<file path="src/rtl/uart_tx_scheduler.sv">
// Round-robin arbiter sharing one UART TX write port among requesters.
// Grants last for a whole message or MAX_BURST bytes, optional idle gap.
module uart_tx_scheduler #(
   parameter int NUM_REQ    = 2,
   parameter int DATA_WIDTH = 8,
   parameter int MAX_BURST  = 16,
   parameter int GAP_CYCLES = 0
) (
   input  logic                          uart_clk,
   input  logic                          uart_rst,
   input  logic                          sched_en,
   input  logic [NUM_REQ-1:0]            req_valid,
   input  logic [NUM_REQ*DATA_WIDTH-1:0] req_data,
   input  logic [NUM_REQ-1:0]            req_last,
   output logic [NUM_REQ-1:0]            req_ready,
   output logic [DATA_WIDTH-1:0]         wr_data,
   output logic                          wr_en,
   input  logic                          wr_full,
   output logic [$clog2(NUM_REQ)-1:0]    grant_id,
   output logic                          busy
);

   localparam int IDW = $clog2(NUM_REQ);
   localparam int CW  = $clog2(MAX_BURST + 1);
   localparam int GW  = (GAP_CYCLES > 1) ? $clog2(GAP_CYCLES) : 1;

   typedef enum logic [1:0] {
      IDLE = 2'd0,
      XFER = 2'd1,
      GAP  = 2'd2
   } state_t;

   state_t          state_q, state_d;
   logic [IDW-1:0]  grant_id_q, grant_id_d;
   logic [IDW-1:0]  rr_last_q, rr_last_d;
   logic [CW-1:0]   byte_cnt_q, byte_cnt_d;
   logic [GW-1:0]   gap_cnt_q, gap_cnt_d;

   logic [IDW-1:0]        pick;
   logic                  found;
   logic                  sel_valid;
   logic                  sel_last;
   logic [DATA_WIDTH-1:0] sel_data;
   logic                  grant_end;

   // Search for the first valid requester after the last one served
   always_comb begin
      pick  = '0;
      found = 1'b0;
      for (int i = 1; i <= NUM_REQ; i++) begin
         if (!found && req_valid[IDW'((int'(rr_last_q) + i) % NUM_REQ)]) begin
            found = 1'b1;
            pick  = IDW'((int'(rr_last_q) + i) % NUM_REQ);
         end
      end
   end

   // Route the granted requester straight through to the write port
   always_comb begin
      sel_valid = req_valid[grant_id_q];
      sel_last  = req_last[grant_id_q];
      sel_data  = req_data[int'(grant_id_q)*DATA_WIDTH +: DATA_WIDTH];
      req_ready = '0;
      wr_en     = 1'b0;
      wr_data   = '0;
      if (state_q == XFER) begin
         req_ready[grant_id_q] = !wr_full;
         wr_en                 = sel_valid && !wr_full;
         wr_data               = sel_data;
      end
      grant_end = wr_en && (sel_last || (byte_cnt_q == CW'(MAX_BURST - 1)));
   end

   assign grant_id = grant_id_q;
   assign busy     = (state_q != IDLE);

   // Next-state: arbitrate in IDLE, count bytes in XFER, count down in GAP
   always_comb begin
      state_d    = state_q;
      grant_id_d = grant_id_q;
      rr_last_d  = rr_last_q;
      byte_cnt_d = byte_cnt_q;
      gap_cnt_d  = gap_cnt_q;
      unique case (state_q)
         IDLE: begin
            if (sched_en && found) begin
               grant_id_d = pick;
               byte_cnt_d = '0;
               state_d    = XFER;
            end
         end
         XFER: begin
            if (grant_end) begin
               rr_last_d  = grant_id_q;
               byte_cnt_d = '0;
               if (GAP_CYCLES > 0) begin
                  state_d   = GAP;
                  gap_cnt_d = GW'(GAP_CYCLES - 1);
               end else begin
                  state_d = IDLE;
               end
            end else if (wr_en) begin
               byte_cnt_d = byte_cnt_q + 1'b1;
            end
         end
         GAP: begin
            if (gap_cnt_q == '0) begin
               state_d = IDLE;
            end else begin
               gap_cnt_d = gap_cnt_q - 1'b1;
            end
         end
         default: state_d = IDLE;
      endcase
   end

   // State registers; reset abandons any partial message
   always_ff @(posedge uart_clk or posedge uart_rst) begin
      if (uart_rst) begin
         state_q    <= IDLE;
         grant_id_q <= '0;
         rr_last_q  <= IDW'(NUM_REQ - 1);
         byte_cnt_q <= '0;
         gap_cnt_q  <= '0;
      end else begin
         state_q    <= state_d;
         grant_id_q <= grant_id_d;
         rr_last_q  <= rr_last_d;
         byte_cnt_q <= byte_cnt_d;
         gap_cnt_q  <= gap_cnt_d;
      end
   end

endmodule

</file>
<file path="config.mk">
export PLATFORM = sky130hd
export DESIGN_NAME = uart_tx_scheduler
export DESIGN_NICKNAME = d
export VERILOG_FILES = /design/src/rtl/uart_tx_scheduler.sv
export SDC_FILE = /design/constraint.sdc
export NUM_CORES = 1
export LEC_CHECK = 0
export ABC_CLOCK_PERIOD_IN_PS = 1600
export CORE_MARGIN = 5
export CORE_UTILIZATION = 32
export DETAILED_ROUTE_END_ITERATION = 10
export HOLD_SLACK_MARGIN = 0.15
export PLACE_DENSITY_LB_ADDON = 0.1
export SLEW_MARGIN = 25
export SYNTH_ARGS = -nofsm -noshare
export SYNTH_HDL_FRONTEND = slang
export SYNTH_SLANG_ARGS = --single-unit
</file>
<file path="constraint.sdc">
create_clock -name uart_clk -period 1.6 [get_ports uart_clk]
set_input_delay 0.16 -clock uart_clk [delete_from_list [all_inputs] [get_ports uart_clk]]
set_output_delay 0.16 -clock uart_clk [all_outputs]
set_load 0.1 [all_outputs]
</file>
Word-level counts from Yosys, hierarchy flattened
Cells that the tools add are included.
Storage, ports and cells
  register bits: 10
  output and inout bits: 13
  word-level logic and storage cells: 63
Operators by class
  $add $sub $neg: 4
  order comparisons: 4
  equality and inequality tests: 7
  shifts and indexed selects: 1
  mux-type cells: 26
  bitwise operators: 1
  reductions and logical operators: 15
Operators by type and width (count)
  indexed part select 16 x 5 -> 8 bit: 1
  2-to-1 mux 1 bit: 15
  2-to-1 mux 5 bit: 3
  case mux 5 bit (2 select lines): 1
  2-to-1 mux 2 bit: 4
  2-to-1 mux 8 bit: 1
  < comparator 1 x 3 -> 1 bit (second input constant): 2
  != test 2 bit (second input constant): 3
  case mux 2 bit (3 select lines): 1
  AND reduction 3 bit: 2
  adder 5 x 1 -> 5 bit (second input constant): 1
  equality test 5 x 4 -> 1 bit (second input constant): 1
  logical AND 1 bit: 5
  AND reduction 2 bit: 2
  nonzero test 2 bit: 2
  != test 3 bit (second input constant): 1
  adder 1 bit (second input constant): 2
  bitwise AND 2 bit: 1
  equality test 2 x 1 -> 1 bit (second input constant): 1
  equality test 2 bit (second input constant): 1
  logical NOT 1 bit: 2
  logical NOT 2 bit: 1
  < comparator 1 x 2 -> 1 bit (second input constant): 1
  demux 1 bit (select 1 bit): 1
  other kinds (3): 3

Logic depth before layout (Yosys ltp)
Gate-level depths: netlist of the first run.
  word-level depth: 11
  mapped depth: 7
  mapped depth without buffers: 7

Least setup slack after synthesis of the first run
Ideal clock, no wire load.
  path type: reg2out
  start: register grant_id_q, in the netlist grant_id
  end: output wr_data[0]
  arrival time: 2815 ps
  setup slack: -1375 ps
  stages on the path, launching flop included: 5
  path buffers: 2
  cell sequence: dfrtp_1 -> buf_6 -> buf_2 -> mux2i_1 -> nor2b_1
Between the ends
  word-level cells in the longest chain between the ends: 2
RTL lines
  start, declared: line 34  | logic [IDW-1:0] grant_id_q, grant_id_d;
  start signal, assigned: line 127  | grant_id_q <= grant_id_d;
  indexed part select 16 x 5 -> 8 bit: line 62  | sel_data = req_data[int'(grant_id_q)*DATA_WIDTH +: DATA_WIDTH];
  2-to-1 mux 8 bit: line 66  | if (state_q == XFER) begin
  end, declared: line 16  | output logic [DATA_WIDTH-1:0] wr_data,
No other way between the ends.

Final worst setup path of the first run
  start: register byte_cnt_q[0]
  end: register byte_cnt_q[2]
Between the ends
  word-level cells in the longest chain between the ends: 5
RTL lines
  start, declared: line 36  | logic [CW-1:0] byte_cnt_q, byte_cnt_d;
  start signal, assigned: line 129  | byte_cnt_q <= byte_cnt_d;
  branches (longest 5 deep; another with adder 5 x 1 -> 5 bit)
Parallel ways; which one is timed is not known. The select of a mux whose other input is x is not followed.
A chain may end at the register's enable or synchronous reset.

==> out/summary.txt, run 1 <==
status: finished with violations
failing checks: negative setup slack
Hold Crit Depth: 2
leakage power: 0.000639 µW
CTS tree: built
HP Start: byte_cnt_q[4]
simple-gate share of the synthesized area: 0.245
CP Launch Type: register
Synth area leader: dfrtp_1
Compound-Gate Fraction of Synth Area: 0.120
share of the synthesized area in the top cell type: 0.286
GPL Wtd Cong: 0.707
setup ws final: -0.0543 ns
register share of total power: 0.114
Area growth syn-to-layout: 140%
CTS sink count: 8
Syn. warnings: 0
initial antenna violation count: 0
r2r startpoint: byte_cnt_q[0]
power share of the clock group: 0.051
Post-Syn Instances: 65
Primary FF master, synth: dfrtp_1
worst hold path type: register to register
Post-route DRC: 0
Tmin final: 1.65 ns
grt total ovfl: 0
Reg2Reg Depth: 6
worst reg2reg path endpoint: byte_cnt_q[2]
Die H: 53.8 µm
fmax: 0.604 GHz
Seq cells post-synth: 8
DPL Wire Length: 1480 µm
crit path kind: register to register
GRT Resource Usage Total: 0.156
Synth cell types: 26
top-count cell post-synth: mux2i_1
clock-pin slew on the worst setup and hold paths: 0.07 ns
Initial Utilization: 0.344
Top Ports: 37
sequential share of the synthesized area: 0.329
Internal: 1650 µW
Critical Path Fanout Max: 4
ANT nets after route: 0
Chip Width: 53.8 µm
largest net degree at the start of global routing: 13
largest family of logic cells by synthesized area: simple AND/OR/NAND/NOR gates
Setup-failing EPs final: 11
R2R Setup Slk: -0.05 ns
DR WL/cell: 17.9 µm
mean post-synth cell area: 9.43 µm²
top post-synthesis cells by count: 9 x mux2i_1, 8 x nor2b_1, 7 x dfrtp_1, 7 x nand2_1
layout cell share with drive strength beyond 1: 0.545
VDD IR-drop max: 1590 µV
vias in the first global route: 728
number of synthesized flops with an enable pin: 0
# port buffers: 36
Post-Syn Nets: 91
# rows: 15
adder-cell share of the synthesized area: 0.0408
CP Capture Type: register
mux contribution to synthesized area: 0.202
total core area: 0.00178 mm²
Critical Path RT: 1.78 ns
dpl cell area: 0.00128 mm²
Final Cycle Share: 1.03
Slew Limit Headroom: 0.781
Pins Over Slew Limit: 0
Clk Latency, worst-skew pair: 0.27 ns
CTS Root Cell: clkbuf_4
Die Area: 0.00289 mm²
synthesized cell area: 613 µm²
worst slew pin tran: 0.323 ns
Post-synth ARST share: 1.00
antenna cells: 0
final instance area: 0.00147 mm²
first-pass GRT wire length: 3200 µm
setup_tns: -0.222 ns
Hold EP: byte_cnt_q[4]
total CTS buffers: 3
WL final: 2610 µm
router iterations before antenna repair: 4
skew final: 0.0178 ns
combinational share of power: 0.836
DR iter-0 viols: 34
DR vias/cell: 5.08
H-tree depth: 1
max cap viols: 0
NetSw: 1860 µW
synth top area cells: dfrtp_1 29%, mux2i_1 15%, nor2b_1 8.2%
CTS max path bufs: 2
Final Hold Viols: 0
RSZ-0062 raised after global routing: true
Worst Path Arrival: 1.83 ns
final core utilization: 0.826
Sw Share: 0.530
Final nets: 148
Power Density: 2380 mW/mm²
xor and xnor area share after synthesis: 0
via count: 741
-- through the flow --
step           hold WS (ns)  worst slack [ns]  cells  power, µW
2_1_floorplan       -0.0250            -0.156     65       2150
3_5_place_dp          0.425            -0.118    132       2980
3_3_place_gp          0.425           -0.0545    132       2950
4_1_cts               0.491          -0.00700    142       3390
5_1_grt               0.549            -0.153    146       3640
6_report              0.496           -0.0543    146       3510
-- worst max-delay path by stage --
| stage | from | to | slack [ns] | depth (start not counted) |
|---|---|---|---|---|
| detailed placement | byte_cnt_q[0] | byte_cnt_q[3] | -0.12 | 6 |
| global placement | byte_cnt_q[0] | byte_cnt_q[3] | -0.05 | 6 |
| global route | byte_cnt_q[0] | byte_cnt_q[3] | -0.15 | 7 |
| floorplan | grant_id | wr_data[0] | -0.16 | 4 |
| finish | byte_cnt_q[0] | byte_cnt_q[2] | -0.05 | 6 |
| CTS | byte_cnt_q[0] | rr_last_q | -0.007 | 6 |
-- per-layer routing --
layer  global-route usage  vias to the layer above  share of wire
met3               0.0803                        4          0.090
met1                0.177                      358           0.36
met2                0.260                       44           0.54
li1                     -                      335              -
met4               0.0298                        0         0.0088
met5                    0                        -              0
-- area by class of cell --
cell class | instances | area, µm²
multi-input cells | 49 | 523
repair buffers | 55 | 664
flip-flops and latches | 8 | 209
fillers | 86 | 310
clock buffers | 4 | 26.3
well taps | 25 | 31.3
inverters | 5 | 18.8
-- cell usage in the layout, fill, tap and decap left out, drive strengths merged --
master	n
a211oi	1
a21oi	1
a22o	2
and3	1
buf	31
clkbuf	4
clkdlybuf4s50	23
dfrtp	7
dfstp	1
dlygate4sd3	1
ha	2
inv	5
mux2	1
mux2i	10
nand2	7
nand2b	1
nand3	1
nand3b	1
nor2	5
nor2b	8
nor4b	1
o211ai	1
o21a	1
o21ai	3
o2bb2ai	1
or3	1
-- what timing repair did --
action                                  4_1_cts  5_1_grt
setup buffers                                 5        4
hold buffers                                  1        0
gates resized for setup                      17        4
endpoints found under the setup margin       14       14
endpoints found under the hold margin         4        0
pin swaps                                     2        2
cloned                                        0        0
-- worst max-delay path, stage by stage, from the launching register on --
cell      delay (ns)
dfrtp_1         0.38
ha_2            0.20
and3_4          0.19
ha_4            0.17
nor4b_4         0.30
nand2_1         0.12
o211ai_1        0.22
-- registers in the layout, summed over array words and instances, names as in the netlist --
register and count:
byte_cnt_q 5, rr_last_q 1, grant_id 1, state_q 1
-- cell families after synthesis --
logic type	count (synthesis)
AND/OR/NAND/NOR	26
multiplexers	11
AO/OA/AOI/OAI	10
buffers and inverters	8
flip-flops	8
adder cells (fa/ha/maj)	2
-- power groups by stage --
| stage | sequential [µW] | clock [µW] | combinational [µW] |
|---|---|---|---|
| after global routing | 413 | 195 | 3040 |
| after floorplan | 543 | 0 | 1610 |
| after CTS | 390 | 174 | 2820 |
| after global placement | 382 | 0 | 2570 |
| final | 399 | 178 | 2930 |
| after detailed placement | 384 | 0 | 2590 |
No activity file was read; power rests on OpenSTA's default activity.
==> inputs of run 2 (changes only) <==
ABC_CLOCK_PERIOD_IN_PS = 1850   (was 1600)
CORE_UTILIZATION = 36   (was 32)
CTS_CLUSTER_SIZE = 8   (was unset)
clock period = 1.85 ns   (was 1.6 ns; I/O delays follow)
==> run 2 against run 1 <==
The flow now finishes without violations. Global-route usage is 0.14 points higher. Core utilization fell by 7.4 points. Die area is 9.1% lower. Register-to-register slack gained 0.15 ns. Design area fell by 15%. Sequential cell count did not move. Worst setup slack improved by 0.15 ns. Maximum frequency down 5.5%. Non-clock buffer count decreased by 15.
==> out/summary.txt, run 2 (synthesized netlist as in run 1, its figures left out) <==
most frequent cells in the layout: 23 x clkdlybuf4s50_1, 13 x buf_12, 9 x mux2i_1, 8 x nor2b_4, 7 x nand2_1
Clk Latency, worst-skew pair: 0.26 ns (about the same)
Critical Path Fanout Max: 4 (unchanged)
crit path buf inv count: 1 (+1)
fmax: 0.571 GHz (-5.5%)
GPL Wtd Cong: 0.700 (-1.0%)
Die H: 51.3 µm (-4.7%)
initial antenna violation count: 0 (unchanged)
total CTS buffers: 3 (unchanged)
# port buffers: 36 (unchanged)
H-tree depth: 1 (unchanged)
first-pass GRT wire length: 2980 µm (-6.9%)
DR WL/cell: 14.2 µm (-21%)
CTS Root Cell: clkbuf_4
router iterations before antenna repair: 4 (unchanged)
Worst Path Arrival: 1.94 ns (+0.11 ns)
# rows: 15 (unchanged)
DR iter-0 viols: 7 (-79%)
Top Ports: 37 (unchanged)
Top reg by flops: byte_cnt_q
R2R Setup Slk: 0.1 ns (+0.15 ns)
grt total ovfl: 0 (unchanged)
Reg2Reg Depth: 6 (unchanged)
ANT nets after route: 0 (unchanged)
Area growth syn-to-layout: 105%
max cap viols: 0 (unchanged)
Setup-failing EPs final: 0 (-11)
vias in the first global route: 684 (-6.0%)
total core area: 0.00167 mm² (-6.3%)
DR vias/cell: 5.00 (-1.5%)
CTS max path bufs: 2 (unchanged)
DPL Wire Length: 1480 µm (-0.24%)
status: finished, final reports clean
Pins Over Slew Limit: 0 (unchanged)
slowest stage delay, CP: 0.37 ns (about the same)
r2r startpoint: byte_cnt_q[0]
worst hold path type: input port to asynchronous set/reset pin
Die Area: 0.00263 mm² (-9.1%)
fillers: 114 (+33%)
CTS tree: built
Post-route DRC: 0 (unchanged)
CTS sink count: 8 (unchanged)
via count: 615 (-17%)
most used cell, CP: ha_1
GRT Resource Usage Total: 0.157 (+0.00141)
number of flip-flops in the largest register: 5 (unchanged)
Final nets: 133 (-10%)
Initial Utilization: 0.367 (+0.0232)
Final Cycle Share: 0.947 (-0.0874)
skew final: 0.00131 ns (-0.0165 ns)
Chip Width: 51.3 µm (-4.7%)
Post-CTS Setup Bufs: 0 (-5)
clock-pin slew on the worst setup and hold paths: 0.06 ns (about the same)
crit path kind: register to register
layout cell share with drive strength beyond 1: 0.358 (-0.187)
Critical Path Start: byte_cnt_q[0]
Tmin final: 1.75 ns (+0.0968 ns)
CP Cell Sequence: ha_1 -> and3_1 -> ha_1 -> inv_1 -> a211oi_4 -> mux2_2
worst slew pin tran: 0.352 ns (+0.0291 ns)
Slew Limit Headroom: 0.759 (-0.0219)
largest net degree at the start of global routing: 14 (+1)
CP Launch Type: register
worst reg2reg path endpoint: rr_last_q
Critical Path RT: 2.04 ns (+0.26 ns)
Slowest-stage cell, CP: dfrtp_1
final core utilization: 0.752 (-0.0739)
WL final: 1750 µm (-33%)
Final Hold Viols: 0 (unchanged)
antenna cells: 0 (unchanged)
Crit path max-delay family: adder cells
commonest non-fill, non-tap cell in the layout: clkdlybuf4s50_1
CP Capture Type: register
run 2: changes by cell type in the layout (fill, tap and decap cells not counted), sizes merged:
cell / change
buf: -14
dlygate4sd3: -1
run 2: timing repair:
action	in CTS	in global routing
endpoints found under the setup margin	0	4
hold buffers	0	0
resized for setup	0	1
run 2: metrics by stage:
stage	instance area (µm²)	setup TNS (ns)	hold slack, ns	setup WS, ns	cells
detailed placement	1220	0	0.470	0.115	119
global route	1260	-0.000808	0.195	-0.000808	123
floorplan	703	0	-0.000105	0.00329	65
finish	1260	0	0.182	0.0989	123
global placement	1220	0	0.452	0.155	119
CTS	1250	0	0.187	0.0787	123
run 2: worst max-delay path by stage:
stage / to / cells past startpoint
5_1_grt: rr_last_q / 6
4_1_cts: rr_last_q / 6
3_3_place_gp: byte_cnt_q[3] / 6
6_report: rr_last_q / 6
2_1_floorplan: rr_last_q / 3
3_5_place_dp: rr_last_q / 6
run 2: per-layer routing:
metal  vias to the layer above  routed length, µm  global-route usage
li1                        308                  -                   -
met1                       276                675               0.160
met2                        25                911               0.296
met3                         6                128              0.0554
met4                         0                 33              0.0480
met5                         -                  0                   0
run 2: layout make-up:
cell class / instances / area (µm²) / area share
inverters: 5 / 18.8 / 0.0149
multi-input cells: 49 / 463 / 0.369
well taps: 17 / 21.3 / 0.0169
clock buffers: 4 / 26.3 / 0.0209
repair buffers: 40 / 520 / 0.414
flip-flops and latches: 8 / 206 / 0.164
Power of run 2 is not shown: default switching activity piles up to over one toggle a cycle in this logic, so the estimate is an artifact.
==> inputs of run 3 (changes only) <==
REMOVE_ABC_BUFFERS = 1   (was unset)
==> run 3 against run 2 <==
Design area shrank 6.1%. Routed wire length is 1.2% higher. Worst hold slack worse by 0.0036 ns. Core utilization fell by 4.6 points. Clock skew rose by 0.00082 ns. Non-clock buffer count grew 1. Critical path depth stayed put. First-iteration DRC count down 14%. Worst setup slack worse by 0.016 ns. Count of clock-buffer cells in the layout stayed put. Highest routed layer unchanged.
==> out/summary.txt, run 3 (synthesized netlist as in run 1, its figures left out) <==
total CTS buffers: 3 (unchanged)
Clk Latency, worst-skew pair: 0.25 ns (about the same)
# rows: 15 (unchanged)
R2R Setup Slk: 0.08 ns (-0.02 ns)
Die H: 51.3 µm (unchanged)
first-pass GRT wire length: 2680 µm (-10%)
Die Area: 0.00263 mm² (unchanged)
Critical Path Start: byte_cnt_q[1]
Slew Limit Headroom: 0.768 (+0.00952)
largest net degree at the start of global routing: 14 (unchanged)
WL final: 1770 µm (+1.2%)
router iterations before antenna repair: 4 (unchanged)
max cap viols: 0 (unchanged)
CP Capture Type: register
r2r startpoint: byte_cnt_q[1]
Setup-failing EPs final: 0 (unchanged)
Post-route DRC: 0 (unchanged)
CP Launch Type: register
Area growth syn-to-layout: 92.4%
skew final: 0.00212 ns (+0.000817 ns)
Final Cycle Share: 0.955 (+0.00856)
worst reg2reg path endpoint: rr_last_q
fmax: 0.566 GHz (-0.90%)
DPL Wire Length: 1420 µm (-3.5%)
GRT Resource Usage Total: 0.134 (-0.0228)
Tmin final: 1.77 ns (+0.0158 ns)
Top reg by flops: byte_cnt_q
slowest stage delay, CP: 0.38 ns (about the same)
CP Cell Sequence: ha_1 -> and3_1 -> ha_2 -> inv_1 -> a211oi_4 -> mux2_2
Worst Path Arrival: 1.94 ns (about the same)
initial antenna violation count: 0 (unchanged)
ANT nets after route: 0 (unchanged)
GPL Wtd Cong: 0.667 (-4.7%)
Chip Width: 51.3 µm (unchanged)
crit path kind: register to register
CTS Root Cell: clkbuf_4
DR iter-0 viols: 6 (-1)
CTS max path bufs: 2 (unchanged)
CTS tree: built
Top Ports: 37 (unchanged)
Reg2Reg Depth: 6 (unchanged)
Crit path max-delay family: adder cells
commonest non-fill, non-tap cell in the layout: clkdlybuf4s50_1
DR WL/cell: 14.3 µm (+0.39%)
most frequent cells in the layout: 23 x clkdlybuf4s50_1, 13 x buf_12, 9 x mux2i_1, 8 x nor2b_1, 7 x nand2_1
RSZ-0062 raised after global routing: true
via count: 621 (+0.98%)
grt total ovfl: 0 (unchanged)
DR vias/cell: 5.01 (+0.16%)
worst hold path type: input port to asynchronous set/reset pin
Initial Utilization: 0.367 (unchanged)
worst slew pin tran: 0.338 ns (-0.0139 ns)
# port buffers: 36 (unchanged)
number of flip-flops in the largest register: 5 (unchanged)
Critical Path RT: 2.03 ns (about the same)
Final Hold Viols: 0 (unchanged)
# hold bufs at CTS: 0 (unchanged)
Slowest-stage cell, CP: dfrtp_1
layout cell share with drive strength beyond 1: 0.262 (-0.0968)
final core utilization: 0.706 (-0.0457)
CTS sink count: 8 (unchanged)
antenna cells: 0 (unchanged)
Final nets: 134 (+0.75%)
Critical Path Fanout Max: 4 (unchanged)
crit path buf inv count: 1 (unchanged)
clock-pin slew on the worst setup and hold paths: 0.05 ns (about the same)
Pins Over Slew Limit: 0 (unchanged)
vias in the first global route: 598 (-13%)
H-tree depth: 1 (unchanged)
total core area: 0.00167 mm² (unchanged)
status: finished, final reports clean
-- run 3: cell count changes in the layout (fill, tap and decap cells not counted), sizes merged --
| cell | previous run | this run |
|---|---|---|
| buf | 17 | 18 |
-- run 3: metal layers --
metal / share of wire / global-route usage / up-vias / wire, µm
li1: - / - / 304 / -
met1: 0.37 / 0.141 / 291 / 662
met2: 0.55 / 0.255 / 20 / 971
met3: 0.059 / 0.0292 / 6 / 104
met4: 0.017 / 0.0524 / 0 / 30
met5: 0 / 0 / - / 0
-- run 3: how the worst max path moves through the flow --
stage          cells after the start  slack [ns]            end
6_report                           6        0.08      rr_last_q
3_5_place_dp                       6         0.1      rr_last_q
4_1_cts                            4        0.03     wr_data[6]
5_1_grt                            6       -0.04      rr_last_q
3_3_place_gp                       6        0.16  byte_cnt_q[3]
2_1_floorplan                      2       -1.16     wr_data[0]
-- run 3: layout make-up --
cell class                      instances  area [µm²]
Clock buffer                            4        26.3
Fill cell                             128         490
Inverter                                5        18.8
Multi-Input combinational cell         49         383
Sequential cell                         8         203
Tap cell                               17        21.3
Timing Repair Buffer                   41         528
-- run 3: metrics by stage --
stage               cells  instance area (µm²)  hold WS (ns)  TNS (ns)  setup slack [ns]
finish                124                 1180         0.178         0            0.0831
global route          124                 1180         0.214   -0.0412           -0.0412
CTS                   122                 1150         0.180         0            0.0259
detailed placement    118                 1130         0.450         0            0.0961
global placement      118                 1130         0.452         0             0.159
floorplan              62                  593    -0.0000579    -15.02             -1.16
-- run 3: timing repair --
item,4_1_cts,5_1_grt
buffers inserted,0,2
resized for setup,0,3
endpoints found under the setup margin,0,10
Power of run 3 is left out for the same reason.
